==> src/rtl/updown_bcd_counter.sv <==
// Four-digit BCD up/down counter driven by debounced button levels.
// Rising edges of up_in/down_in each give one step; supports load, wrap or saturation.
module updown_bcd_counter #(
    parameter int unsigned WRAP = 1
) (
    input  logic        clk,
    input  logic        rst_a_p,
    input  logic        up_in,
    input  logic        down_in,
    input  logic        load_en,
    input  logic [15:0] load_bcd,
    output logic [15:0] count_bcd,
    output logic        changed,
    output logic        at_max,
    output logic        at_min
);

    logic        up_prev_q,    up_prev_d;
    logic        down_prev_q,  down_prev_d;
    logic        up_pulse_q,   up_pulse_d;
    logic        down_pulse_q, down_pulse_d;
    logic [15:0] count_q,      count_d;
    logic        changed_q,    changed_d;
    logic        at_max_q,     at_max_d;
    logic        at_min_q,     at_min_d;

    logic [16:0] inc_res;
    logic [16:0] dec_res;

    // Bit 16 of the result flags a carry out of the thousands digit (9999 -> 0000).
    function automatic logic [16:0] bcd_inc(input logic [15:0] v);
        logic [15:0] r;
        logic        c;
        r = v;
        c = 1'b1;
        for (int unsigned i = 0; i < 4; i++) begin
            if (c) begin
                if (v[4*i +: 4] == 4'd9) begin
                    r[4*i +: 4] = 4'd0;
                end else begin
                    r[4*i +: 4] = v[4*i +: 4] + 4'd1;
                    c = 1'b0;
                end
            end
        end
        return {c, r};
    endfunction

    // Bit 16 of the result flags a borrow out of the thousands digit (0000 -> 9999).
    function automatic logic [16:0] bcd_dec(input logic [15:0] v);
        logic [15:0] r;
        logic        b;
        r = v;
        b = 1'b1;
        for (int unsigned i = 0; i < 4; i++) begin
            if (b) begin
                if (v[4*i +: 4] == 4'd0) begin
                    r[4*i +: 4] = 4'd9;
                end else begin
                    r[4*i +: 4] = v[4*i +: 4] - 4'd1;
                    b = 1'b0;
                end
            end
        end
        return {b, r};
    endfunction

    function automatic logic bcd_valid(input logic [15:0] v);
        logic ok;
        ok = 1'b1;
        for (int unsigned i = 0; i < 4; i++) begin
            if (v[4*i +: 4] > 4'd9) begin
                ok = 1'b0;
            end
        end
        return ok;
    endfunction

    always_comb begin
        up_prev_d    = up_in;
        down_prev_d  = down_in;
        up_pulse_d   = up_in & ~up_prev_q;
        down_pulse_d = down_in & ~down_prev_q;

        inc_res = bcd_inc(count_q);
        dec_res = bcd_dec(count_q);

        count_d = count_q;
        // A load strobe always consumes the pending pulse, even when the load value is rejected.
        if (load_en) begin
            if (bcd_valid(load_bcd)) begin
                count_d = load_bcd;
            end
        end else if (up_pulse_q && !down_pulse_q) begin
            if (!inc_res[16] || (WRAP != 0)) begin
                count_d = inc_res[15:0];
            end
        end else if (down_pulse_q && !up_pulse_q) begin
            if (!dec_res[16] || (WRAP != 0)) begin
                count_d = dec_res[15:0];
            end
        end

        changed_d = (count_d != count_q);
        at_max_d  = (count_d == 16'h9999);
        at_min_d  = (count_d == '0);
    end

    always_ff @(posedge clk) begin
        if (rst_a_p) begin
            up_prev_q    <= 1'b1;
            down_prev_q  <= 1'b1;
            up_pulse_q   <= 1'b0;
            down_pulse_q <= 1'b0;
            count_q      <= '0;
            changed_q    <= 1'b0;
            at_max_q     <= 1'b0;
            at_min_q     <= 1'b1;
        end else begin
            up_prev_q    <= up_prev_d;
            down_prev_q  <= down_prev_d;
            up_pulse_q   <= up_pulse_d;
            down_pulse_q <= down_pulse_d;
            count_q      <= count_d;
            changed_q    <= changed_d;
            at_max_q     <= at_max_d;
            at_min_q     <= at_min_d;
        end
    end

    assign count_bcd = count_q;
    assign changed   = changed_q;
    assign at_max    = at_max_q;
    assign at_min    = at_min_q;

endmodule

==> config.mk <==
export PLATFORM = sky130hd
export DESIGN_NAME = updown_bcd_counter
export DESIGN_NICKNAME = d
export VERILOG_FILES = /design/src/rtl/updown_bcd_counter.sv
export SDC_FILE = /design/constraint.sdc
export NUM_CORES = 1
export LEC_CHECK = 0
export ABC_AREA = 1
export BUFFER_PORTS_ARGS = -buffer_cell sky130_fd_sc_hd__buf_2
export CORE_MARGIN = 2
export CORE_UTILIZATION = 55
export CTS_BUF_LIST = sky130_fd_sc_hd__clkbuf_4
export CTS_CLUSTER_DIAMETER = 200
export DETAILED_ROUTE_END_ITERATION = 12
export GPL_TIMING_DRIVEN = 0
export HOLD_SLACK_MARGIN = 0.15
export PLACE_DENSITY = 0.78
export SYNTH_ARGS = -nofsm -noshare
export SYNTH_HDL_FRONTEND = slang
export SYNTH_SLANG_ARGS = --single-unit
==> constraint.sdc <==
create_clock -name clk -period 5.17 [get_ports clk]
set_clock_uncertainty 0.15 [all_clocks]
set_input_delay 0.517 -clock clk [delete_from_list [all_inputs] [get_ports clk]]
set_output_delay 0.517 -clock clk [all_outputs]
set_load 0.02 [all_outputs]
==> results by group, run 1 <==
Floorplan
  • Die Wd: 71.1 um
  • DIE AREA: 5050 um^2
  • I/O pins: 40
  • Initial Util: 0.568
  • Standard-cell rows: 24
  • Die span in y: 71.1 um
  • Core area: 4350 um^2

Worst setup path
  • CP Class: reg2reg
  • CP max-delay cell: dfxtp_1
  • WP data required: 5.21 ns
  • Startpoint Class: register
  • Crit path max fanout: 10
  • CP dominant cell by count: nand2_1
  • Critical path, cell by cell: inv_1, ha_1, nand3_4, nor2_4, buf_6, nor2_2, nand2_1, nand2_1, nand2_1, nand2_2, nand2_1, nand2_1, nand3_1, nor2_1, nand2_2, nor2_2, a21oi_2
  • Crit path capture type: register
  • WP data arrival: 2.67 ns
  • Kind of cell adding the most delay to the critical path: simple AND/OR/NAND/NOR gates
  • Buf/Inv on CP: 2
  • CP max stage delay: 0.56 ns

Routing
  • Vias per cell: 5.48
  • DR vias: 2883
  • Number of remaining DRC errors: 0
  • DRT Pass-1 Iters: 5
  • Drt wl/cell: 13.9 um
  • Iter 0 DRT Violations: 414
  • Antenna-violating nets left: 0
  • Routed WL: 7300 um

Timing
  • Max Clk Rate: 381 MHz
  • Crit path time final: 2.63 ns
  • Final Cycle Share: 0.508
  • Final Slew Violations: 0
  • Setup violations, final: 0
  • Least-Margin Pin Slew: 0.543 ns
  • Slew HR: 0.638
  • Setup TNS: 0 ns
  • Hold slack: 0.225 ns
  • RSZ-0062 raised after global routing: no
  • Final Hold Fails: 0
  • Final worst-path setup slack: 2.54 ns

Synthesis
  • Post-synth EDFFs: 0
  • Sequential element share of the synthesized area: 0.186
  • Netlist Area Pre-Place: 2470 um^2
  • Syn. warnings: 0
  • Asr flop ratio synth: 0
  • Post-synth top cells: nand2_1 (128), nand3_1 (76), nor2_1 (48)
  • Most frequent cell after synthesis: nand2_1
  • Yosys reg bits: 23
  • Post-synth cell types: 31
  • Ys flop type: dfxtp_1
  • Syn Area/Cell: 5.73 um^2
  • Syn Nets: 456
  • Mapped Cells: 432
  • Top-area cell type share of the netlist area: 0.194
  • Dominant cells by area after synthesis: nand2_1 (19%), dfxtp_1 (19%), nand3_1 (15%), nor2_1 (7.3%), inv_1 (5.6%)
  • Largest area contributor in the netlist: nand2_1

Global route
  • Initial antenna violation count: 0
  • First-pass GRT wire length: 12000 um
  • Gr ovfl total: 0
  • Vias in the first global route: 2468
  • Largest net degree at the start of global routing: 14
  • Gr usage total: 0.294

Pwr
  • Sw Share: 0.443
  • Pwr Density: 194 nW/um^2
  • Combinational Power Share: 0.457
  • Worst IR Drop VDD: 196 uV
  • Clock power frac: 0.156
  • Leakage: 1.43 nW
  • Sequential Power Share: 0.386
  • Psw: 0.000237 W
  • Internal power: 0.000297 W

Clock network
  • Num CTS Buffers: 3
  • Root buffer cell: clkbuf_4
  • CTS tree: yes
  • Skew-Pair Late Insertion Delay: 0.31 ns
  • Post-CTS sizing: 0
  • CTS clk-pin slew, worst paths: 0.13 ns
  • Buffer count from post-CTS setup fixing: 0
  • Clock tree buffer depth: 2
  • H-tree depth: 1
  • CTS sink cnt: 23
  • Post-cts hold buffer count: 0

Final layout
  • Filler cells: 423
  • Area Growth Syn to Fin: 11.4%
  • Share of layout cells above drive strength 1: 0.226
  • Core Util, Final: 0.633
  • Register Area: 460 um^2
  • ANT cells: 0
  • Area of the multi-input gates: 1750 um^2
  • Nets: 499

Placement
  • Place WS: 2.62 ns
  • Routability-driven placement congestion ratio: 1.01
  • Hpwl dp: 5920 um
  • Port Buffers: 38

Worst hold path
  • Min-Delay Path Class: in2reg

Job
  • Max-cap violations: 0

Outcome
  • Outcome: finished, final reports clean
==> logic make-up (layout without fill, tap and decap cells) <==
group | Yosys count | count (layout) | share of synthesized area
flops | 23 | 23 | 0.186
simple gates | 305 | 305 | 0.592
buf+inv | 59 | 101 | 0.108
compound gates | 40 | 40 | 0.0925
fa+ha+maj | 3 | 3 | 0.0152
xor+xnor | 2 | 2 | 0.00708
==> flip-flops by register name, indices dropped and copies added, names as in the netlist <==
name and count:
up_prev_q 1, changed 1, down_prev_q 1, at_max 1, down_pulse_q 1, count_bcd 16
at_min 1, up_pulse_q 1
==> cell usage in the layout, fill, tap and decap left out <==
cell	instances
a21oi_1	11
a21oi_2	2
buf_2	44
buf_4	2
buf_6	4
clkbuf_1	2
clkbuf_4	3
clkinv_1	1
clkinv_2	1
dfxtp_1	23
ha_1	3
inv_1	37
inv_2	7
nand2_1	128
nand2_2	14
nand2_4	4
nand3_1	76
nand3_2	6
nand3_4	1
nand3b_1	3
nand4_1	5
nor2_1	48
nor2_2	8
nor2_4	7
nor3_1	4
nor3_2	1
o211ai_2	2
o21a_1	1
o21ai_0	13
o21ai_1	10
o21ai_2	1
xnor2_1	1
xor2_1	1
==> worst paths after layout <==
path	startpoint	end	slack (ns)	cells after the start
max	count_bcd[0]	changed	2.54	17
min	rst_a_p	count_bcd[0]	0.23	2
max reg2reg	count_bcd[0]	changed	2.54	17
min reg2reg	up_prev_q	up_pulse_q	0.25	1
==> final cells by class <==
class                           instances  share of cell area
Inverter                               45              0.0613
Multi-Input combinational cell        350               0.634
Tap cell                               52              0.0236
Clock buffer                            3             0.00817
Timing Repair Buffer                   38              0.0690
Clock inverter                          1             0.00181
Buffer                                 14              0.0354
Sequential cell                        23               0.167
==> through the flow <==
stage               cell area (um^2)  std cells  total power, W
finish                          2760        526        0.000534
CTS                             2760        526        0.000530
global route                    2760        526        0.000572
floorplan                       2470        432        0.000385
detailed placement              2730        522        0.000448
global placement                2730        522        0.000444
==> power groups by stage <==
stage	Clock [W]	Sequential [W]	Combinational [W]
after floorplan	0	0.000218	0.000168
after global placement	0	0.000209	0.000235
after detailed placement	0	0.000209	0.000238
after CTS	0.0000847	0.000205	0.000240
after global routing	0.0000917	0.000208	0.000273
final	0.0000834	0.000206	0.000244
==> per-layer routing <==
layer  global-route usage  part of all wire  vias up
li1                     -                 -     1480
met1                0.436              0.46     1252
met2                0.452              0.43      137
met3               0.0385             0.094       14
met4               0.0692             0.017        0
met5                    0                 0        -
No activity file was read; power rests on OpenSTA's default activity.
==> inputs of run 2 (changes only) <==
Clock period 5.17 ns to 2.5 ns, I/O delays scaled along.
==> run 2 against run 1 <==
Combinational power increased by 120%. Final cell count increased by 1.3%. Non-clock buffer count increased by 7. Cell area increased by 4.1%. Global-route usage increased by 0.12 points. Fmax increased by 12%. Clock power increased by 110%. Critical path depth increased by 1. Sequential share of layout area decreased by 0.35 points. Count of clock-buffer cells in the layout unchanged. Sequential power increased by 110%. Critical endpoint unchanged.
==> results by group, run 2 (same netlist as run 1, synthesis figures left out) <==
Placement
  • Hpwl dp: 5920 um
  • Port Buffers: 38
  • Routability-driven placement congestion ratio: 1.01
  • Placed cell areas: 2730 um^2

Worst setup path
  • Startpoint Class: register
  • R2R cell count: 18
  • R2R Path Start: count_bcd[0]
  • Reg-to-reg endpoint: changed
  • CP Class: reg2reg
  • R2r setup slk: 0.16 ns
  • CP max stage delay: 0.42 ns
  • Critical path, cell by cell: inv_4, ha_4, nand3_4, nor2_4, buf_8, buf_4, nor2_2, nand2_1, nand2_1, nand2_1, nand2_2, nand2_1, nand2_1, nand3_1, nor2_2, nand2_2, nor2_2, a21oi_2
  • WP data required: 2.54 ns
  • CP dominant cell by count: nand2_1
  • Crit path max fanout: 8
  • WP data arrival: 2.38 ns
  • CP max-delay cell: dfxtp_4
  • Crit path capture type: register

Clock network
  • CTS sink cnt: 23
  • CTS clk-pin slew, worst paths: 0.13 ns
  • Clock tree buffer depth: 2
  • H-tree depth: 1
  • Skew-Pair Late Insertion Delay: 0.31 ns
  • Num CTS Buffers: 3
  • Root buffer cell: clkbuf_4
  • CTS tree: yes

Timing
  • Final Hold Fails: 0
  • Slew HR: 0.637
  • Final Slew Violations: 0
  • Crit path time final: 2.34 ns
  • Setup violations, final: 0
  • Max Clk Rate: 428 MHz
  • Final Cycle Share: 0.935
  • Least-Margin Pin Slew: 0.544 ns
  • Setup TNS: 0 ns

Final layout
  • Commonest non-fill, non-tap cell in the layout: nand2_1
  • ANT cells: 0
  • Share of layout cells above drive strength 1: 0.256
  • Max FFs per register: 16
  • Nets: 506
  • Most frequent cells in the layout: nand2_1 (127), nand3_1 (76), nor2_1 (45), buf_2 (44), inv_1 (34)
  • Area Growth Syn to Fin: 16.0%
  • Core Util, Final: 0.659
  • Fin area: 2870 um^2

Pwr
  • Combinational Power Share: 0.468
  • Leakage: 1.48 nW
  • Worst IR Drop VDD: 410 uV
  • Pwr Density: 393 nW/um^2
  • Sequential Power Share: 0.379
  • Sw Share: 0.444
  • Clock power frac: 0.153
  • Psw: 0.000500 W
  • Total power: 0.00113 W
  • Internal power: 0.000627 W

Routing
  • Iter 0 DRT Violations: 386
  • Vias per cell: 5.54
  • Drt wl/cell: 14.0 um
  • Routed WL: 7460 um
  • DRT Pass-1 Iters: 5
  • Number of remaining DRC errors: 0
  • Antenna-violating nets left: 0
  • DR vias: 2955

Global route
  • Gr ovfl total: 0
  • Initial antenna violation count: 0
  • First-pass GRT wire length: 12000 um
  • Largest net degree at the start of global routing: 14
  • Vias in the first global route: 2470
  • Gr usage total: 0.295

Worst hold path
  • Min-Delay Path Class: in2reg
  • Min-Delay Endpoint: count_bcd[9]
  • WHS Path Cells: 3
  • Hold_sp: load_bcd[9]

Floorplan
  • Die Wd: 71.1 um
  • Die span in y: 71.1 um
  • I/O pins: 40
  • Core area: 4350 um^2
  • Standard-cell rows: 24
  • Initial Util: 0.568
  • DIE AREA: 5050 um^2

Outcome
  • Outcome: finished, final reports clean

Job
  • Max-cap violations: 0
==> run 2: cell types whose count changed in the layout (fill, tap and decap cells not counted), moves of 3 or more <==
cell | before | now
inv_1 | 37 | 34
buf_4 | 2 | 5
nor2_2 | 8 | 11
dfxtp_1 | 23 | 20
dlygate4sd3_1 | 0 | 3
nor2_1 | 48 | 45
==> run 2: through the flow <==
step,worst slack [ns],instances,hold WS (ns)
final,0.163,533,0.171
after global routing,-0.00271,533,0.199
after CTS,0.0695,529,0.169
after detailed placement,-0.0495,522,0.235
after global placement,-0.0465,522,0.227
after floorplan,0.238,432,0.184
==> run 2: layout make-up <==
class | count | area, um^2
buffer | 14 | 101
clock inverter | 1 | 5.00
fill | 410 | 1480
clock buffer | 3 | 22.5
inverter | 45 | 174
tap | 52 | 65.1
multi-input combinational | 350 | 1790
timing repair buffer | 45 | 248
sequential | 23 | 469
==> run 2: metal layers <==
layer / vias to the layer above / GRT usage / routed length (um) / share of wire
met4: 0 / 0.0692 / 106 / 0.014
li1: 1496 / - / - / -
met2: 147 / 0.453 / 3220 / 0.43
met3: 10 / 0.0385 / 662 / 0.089
met1: 1302 / 0.439 / 3470 / 0.47
met5: - / 0 / 0 / 0
==> run 2: critical path, delay by kind of cell (launching register included) <==
| kind | cells | cell delay (ns) |
|---|---|---|
| DFF | 1 | 0.42 |
| adders and majority gates | 1 | 0.17 |
| AOI/OAI and AO/OA | 1 | 0.07 |
| and+or+nand+nor | 13 | 1.07 |
| buffers and inverters | 3 | 0.32 |
==> run 2: timing repair <==
| item | CTS | global route |
|---|---|---|
| pin swaps | 0 | 4 |
| endpoints found under the setup margin | 1 | 2 |
| endpoints found under the hold margin | 6 | 0 |
| hold buffers | 3 | 0 |
| buffers inserted | 0 | 4 |
| gates resized for setup | 2 | 18 |
==> run 2: worst max path at each step <==
stage	startpoint	to	cells past startpoint
after global routing	count_bcd[0]	changed	18
after CTS	count_bcd[0]	changed	17
after detailed placement	count_bcd[0]	changed	17
after global placement	count_bcd[0]	changed	17
after floorplan	count_bcd[0]	changed	17
final	count_bcd[0]	changed	18
==> run 2: power by group through the flow <==
| stage | clock (W) | sequential (W) | combinational, W |
|---|---|---|---|
| after floorplan | 0 | 0.000450 | 0.000347 |
| after global placement | 0 | 0.000432 | 0.000486 |
| after detailed placement | 0 | 0.000433 | 0.000493 |
| after CTS | 0.000175 | 0.000426 | 0.000499 |
| after global routing | 0.000190 | 0.000430 | 0.000586 |
| final | 0.000173 | 0.000428 | 0.000527 |
==> inputs of run 3 (changes only) <==
Settings changed: ABC_AREA 1 to not set, RECOVER_POWER set to 100.
==> run 3 against run 2 <==
Final cell count decreased by 15%. Total power increased by 3.4%. Sequential share of layout area decreased by 2.2 points. Sequential cell count unchanged. Register-to-register slack got worse by 0.69 ns. Count of clock-buffer cells in the layout increased by 1. Critical path type unchanged. The run now ends with negative setup slack left. Combinational power increased by 9.7%. Global-route usage increased by 8.0 points. Clock power about the same. Wire length increased by 34%.
==> results by group, run 3 <==
Routing
  • DRT Pass-1 Iters: 5
  • Routed WL: 10000 um
  • Number of remaining DRC errors: 0
  • Iter 0 DRT Violations: 518
  • Antenna-violating nets left: 0
  • Vias per cell: 6.99
  • Drt wl/cell: 22.0 um
  • DR vias: 3172

Synthesis
  • Mapped Cells: 335
  • Post-synth top cells: nor2_1 (38), dfxtp_1 (23), clkbuf_1 (22), nand2_1 (22), a21oi_1 (19)
  • Most frequent cell after synthesis: nor2_1
  • Ys flop type: dfxtp_1
  • Post-synth EDFFs: 0
  • Top-area cell type share of the netlist area: 0.189
  • Syn. warnings: 0
  • Sequential element share of the synthesized area: 0.189
  • Largest area contributor in the netlist: dfxtp_1
  • Yosys reg bits: 23
  • Dominant cells by area after synthesis: dfxtp_1 (19%), nor2_1 (5.9%), a21oi_1 (3.9%), mux2i_1 (3.7%), clkbuf_1 (3.4%)
  • Netlist Area Pre-Place: 2430 um^2
  • Post-synth cell types: 72
  • Syn Area/Cell: 7.26 um^2
  • Syn Nets: 359
  • Asr flop ratio synth: 0

Final layout
  • Final Instance Count excl. Fillers: 454
  • Share of layout cells above drive strength 1: 0.316
  • Max FFs per register: 16
  • ANT cells: 0
  • Area Growth Syn to Fin: 36.3%
  • Most frequent cells in the layout: nor2_1 (36), buf_2 (30), clkbuf_1 (28), buf_4 (22), nand2_1 (20)
  • Fin area: 3320 um^2
  • Nets: 427
  • Commonest non-fill, non-tap cell in the layout: nor2_1

Worst setup path
  • WP data arrival: 3.05 ns
  • R2r setup slk: -0.52 ns
  • CP dominant cell by count: or3_4
  • CP max stage delay: 0.43 ns
  • CP max-delay cell: or3b_4
  • Critical path, cell by cell: clkbuf_16, clkinv_8, ha_4, or3b_4, buf_8, or3_4, or3_4, a21boi_2, a211oi_2, buf_4, a22oi_2, a41oi_2
  • CP Class: reg2reg
  • Crit path capture type: register
  • Crit path max fanout: 5
  • WP data required: 2.53 ns
  • Startpoint Class: register

Placement
  • Placed cell areas: 2770 um^2
  • Hpwl dp: 6530 um
  • Routability-driven placement congestion ratio: 0.984
  • Port Buffers: 39
  • Post-Place Cells: 426

Global route
  • First-pass GRT wire length: 14700 um
  • Initial antenna violation count: 0
  • Largest net degree at the start of global routing: 13
  • Gr ovfl total: 0
  • Gr usage total: 0.375
  • Vias in the first global route: 2813

Timing
  • RSZ-0062 raised after global routing: yes
  • Final Hold Fails: 0
  • Final Cycle Share: 1.21
  • Least-Margin Pin Slew: 0.784 ns
  • Setup TNS: -1.70 ns
  • Final Slew Violations: 0
  • Crit path time final: 3.02 ns
  • Slew HR: 0.477
  • Setup violations, final: 5
  • Hold slack: 0.216 ns
  • Max Clk Rate: 331 MHz
  • Final worst-path setup slack: -0.523 ns

Pwr
  • Combinational Power Share: 0.496
  • Sw Share: 0.407
  • Pwr Density: 352 nW/um^2
  • Clock power frac: 0.147
  • Sequential Power Share: 0.358
  • Worst IR Drop VDD: 470 uV
  • Psw: 0.000475 W
  • Internal power: 0.000692 W
  • Leakage: 1.24 nW
  • Total power: 0.00117 W

Worst hold path
  • Min-Delay Path Class: in2reg

Clock network
  • CTS clk-pin slew, worst paths: 0.11 ns
  • Root buffer cell: clkbuf_4
  • Skew-Pair Late Insertion Delay: 0.30 ns
  • H-tree depth: 1
  • Clock tree buffer depth: 2
  • CTS sink cnt: 23
  • Num CTS Buffers: 3
  • CTS tree: yes

Floorplan
  • DIE AREA: 4970 um^2
  • Die span in y: 70.5 um
  • Core area: 4290 um^2
  • I/O pins: 40
  • Initial Util: 0.567
  • Die Wd: 70.5 um
  • Standard-cell rows: 24

Outcome
  • Outcome: complete, but fails checks
  • Failing checks: negative setup slack

Job
  • Max-cap violations: 0
-- run 3: path summary, 6_finish.rpt --
check | startpoint | end | cells past startpoint
setup / recovery | count_bcd[0] | changed | 12
hold / removal | load_bcd[12] | count_bcd[12] | 4
setup reg to reg | count_bcd[0] | changed | 12
hold reg to reg | down_prev_q | down_pulse_q | 1
-- run 3: per-layer routing --
metal  track usage  vias up  part of all wire
met3        0.0519       57              0.13
met5             0        -                 0
met2         0.597      281              0.45
met1         0.526     1428              0.39
li1              -     1406                 -
met4         0.111        0             0.035
-- run 3: worst max-delay path, delay by kind of cell, from the launching register on --
family | cells | cell delay, ns
flip-flops | 1 | 0.37
buffers and inverters | 4 | 0.51
adder cells (fa/ha/maj) | 1 | 0.13
AND/OR/NAND/NOR | 3 | 1.14
AO/OA/AOI/OAI | 4 | 0.58
-- run 3: area by class of cell --
type / count / area, um^2
Clock buffer: 4 / 30.0
Tap cell: 52 / 65.1
Multi-Input combinational cell: 272 / 2140
Buffer: 27 / 146
Sequential cell: 23 / 470
Fill cell: 314 / 976
Timing Repair Buffer: 66 / 413
Inverter: 10 / 57.6
-- run 3: power by group through the flow --
stage / registers, W / logic (W) / clock network [W]
after floorplan: 0.000431 / 0.000280 / 0
after global placement: 0.000414 / 0.000420 / 0
after detailed placement: 0.000415 / 0.000425 / 0
after CTS: 0.000413 / 0.000512 / 0.000176
after global routing: 0.000419 / 0.000606 / 0.000188
final: 0.000417 / 0.000578 / 0.000171
-- run 3: cell families (layout without fill, tap and decap cells) --
family	count (synthesis)	count (layout)	share of synthesized area
AO/OA/AOI/OAI	104	104	0.300
XOR/XNOR	11	11	0.0396
adder cells (fa/ha/maj)	3	3	0.0154
buffers and inverters	40	107	0.0694
flip-flops	23	23	0.189
multiplexers	11	11	0.0463
AND/OR/NAND/NOR	143	143	0.340
-- run 3: what timing repair did --
item	in CTS	in global routing
pin swaps	26	21
setup buffers	16	6
resized for setup	39	28
endpoints found under the hold margin	6	0
hold buffers	4	0
endpoints found under the setup margin	9	9
cloned	1	0
-- run 3: per-stage QoR --
stage / util / setup WS, ns
2_1_floorplan: - / -0.220
3_3_place_gp: 0.644 / -0.761
3_5_place_dp: 0.644 / -0.760
4_1_cts: 0.737 / -0.447
5_1_grt: 0.773 / -0.560
6_report: 0.773 / -0.523
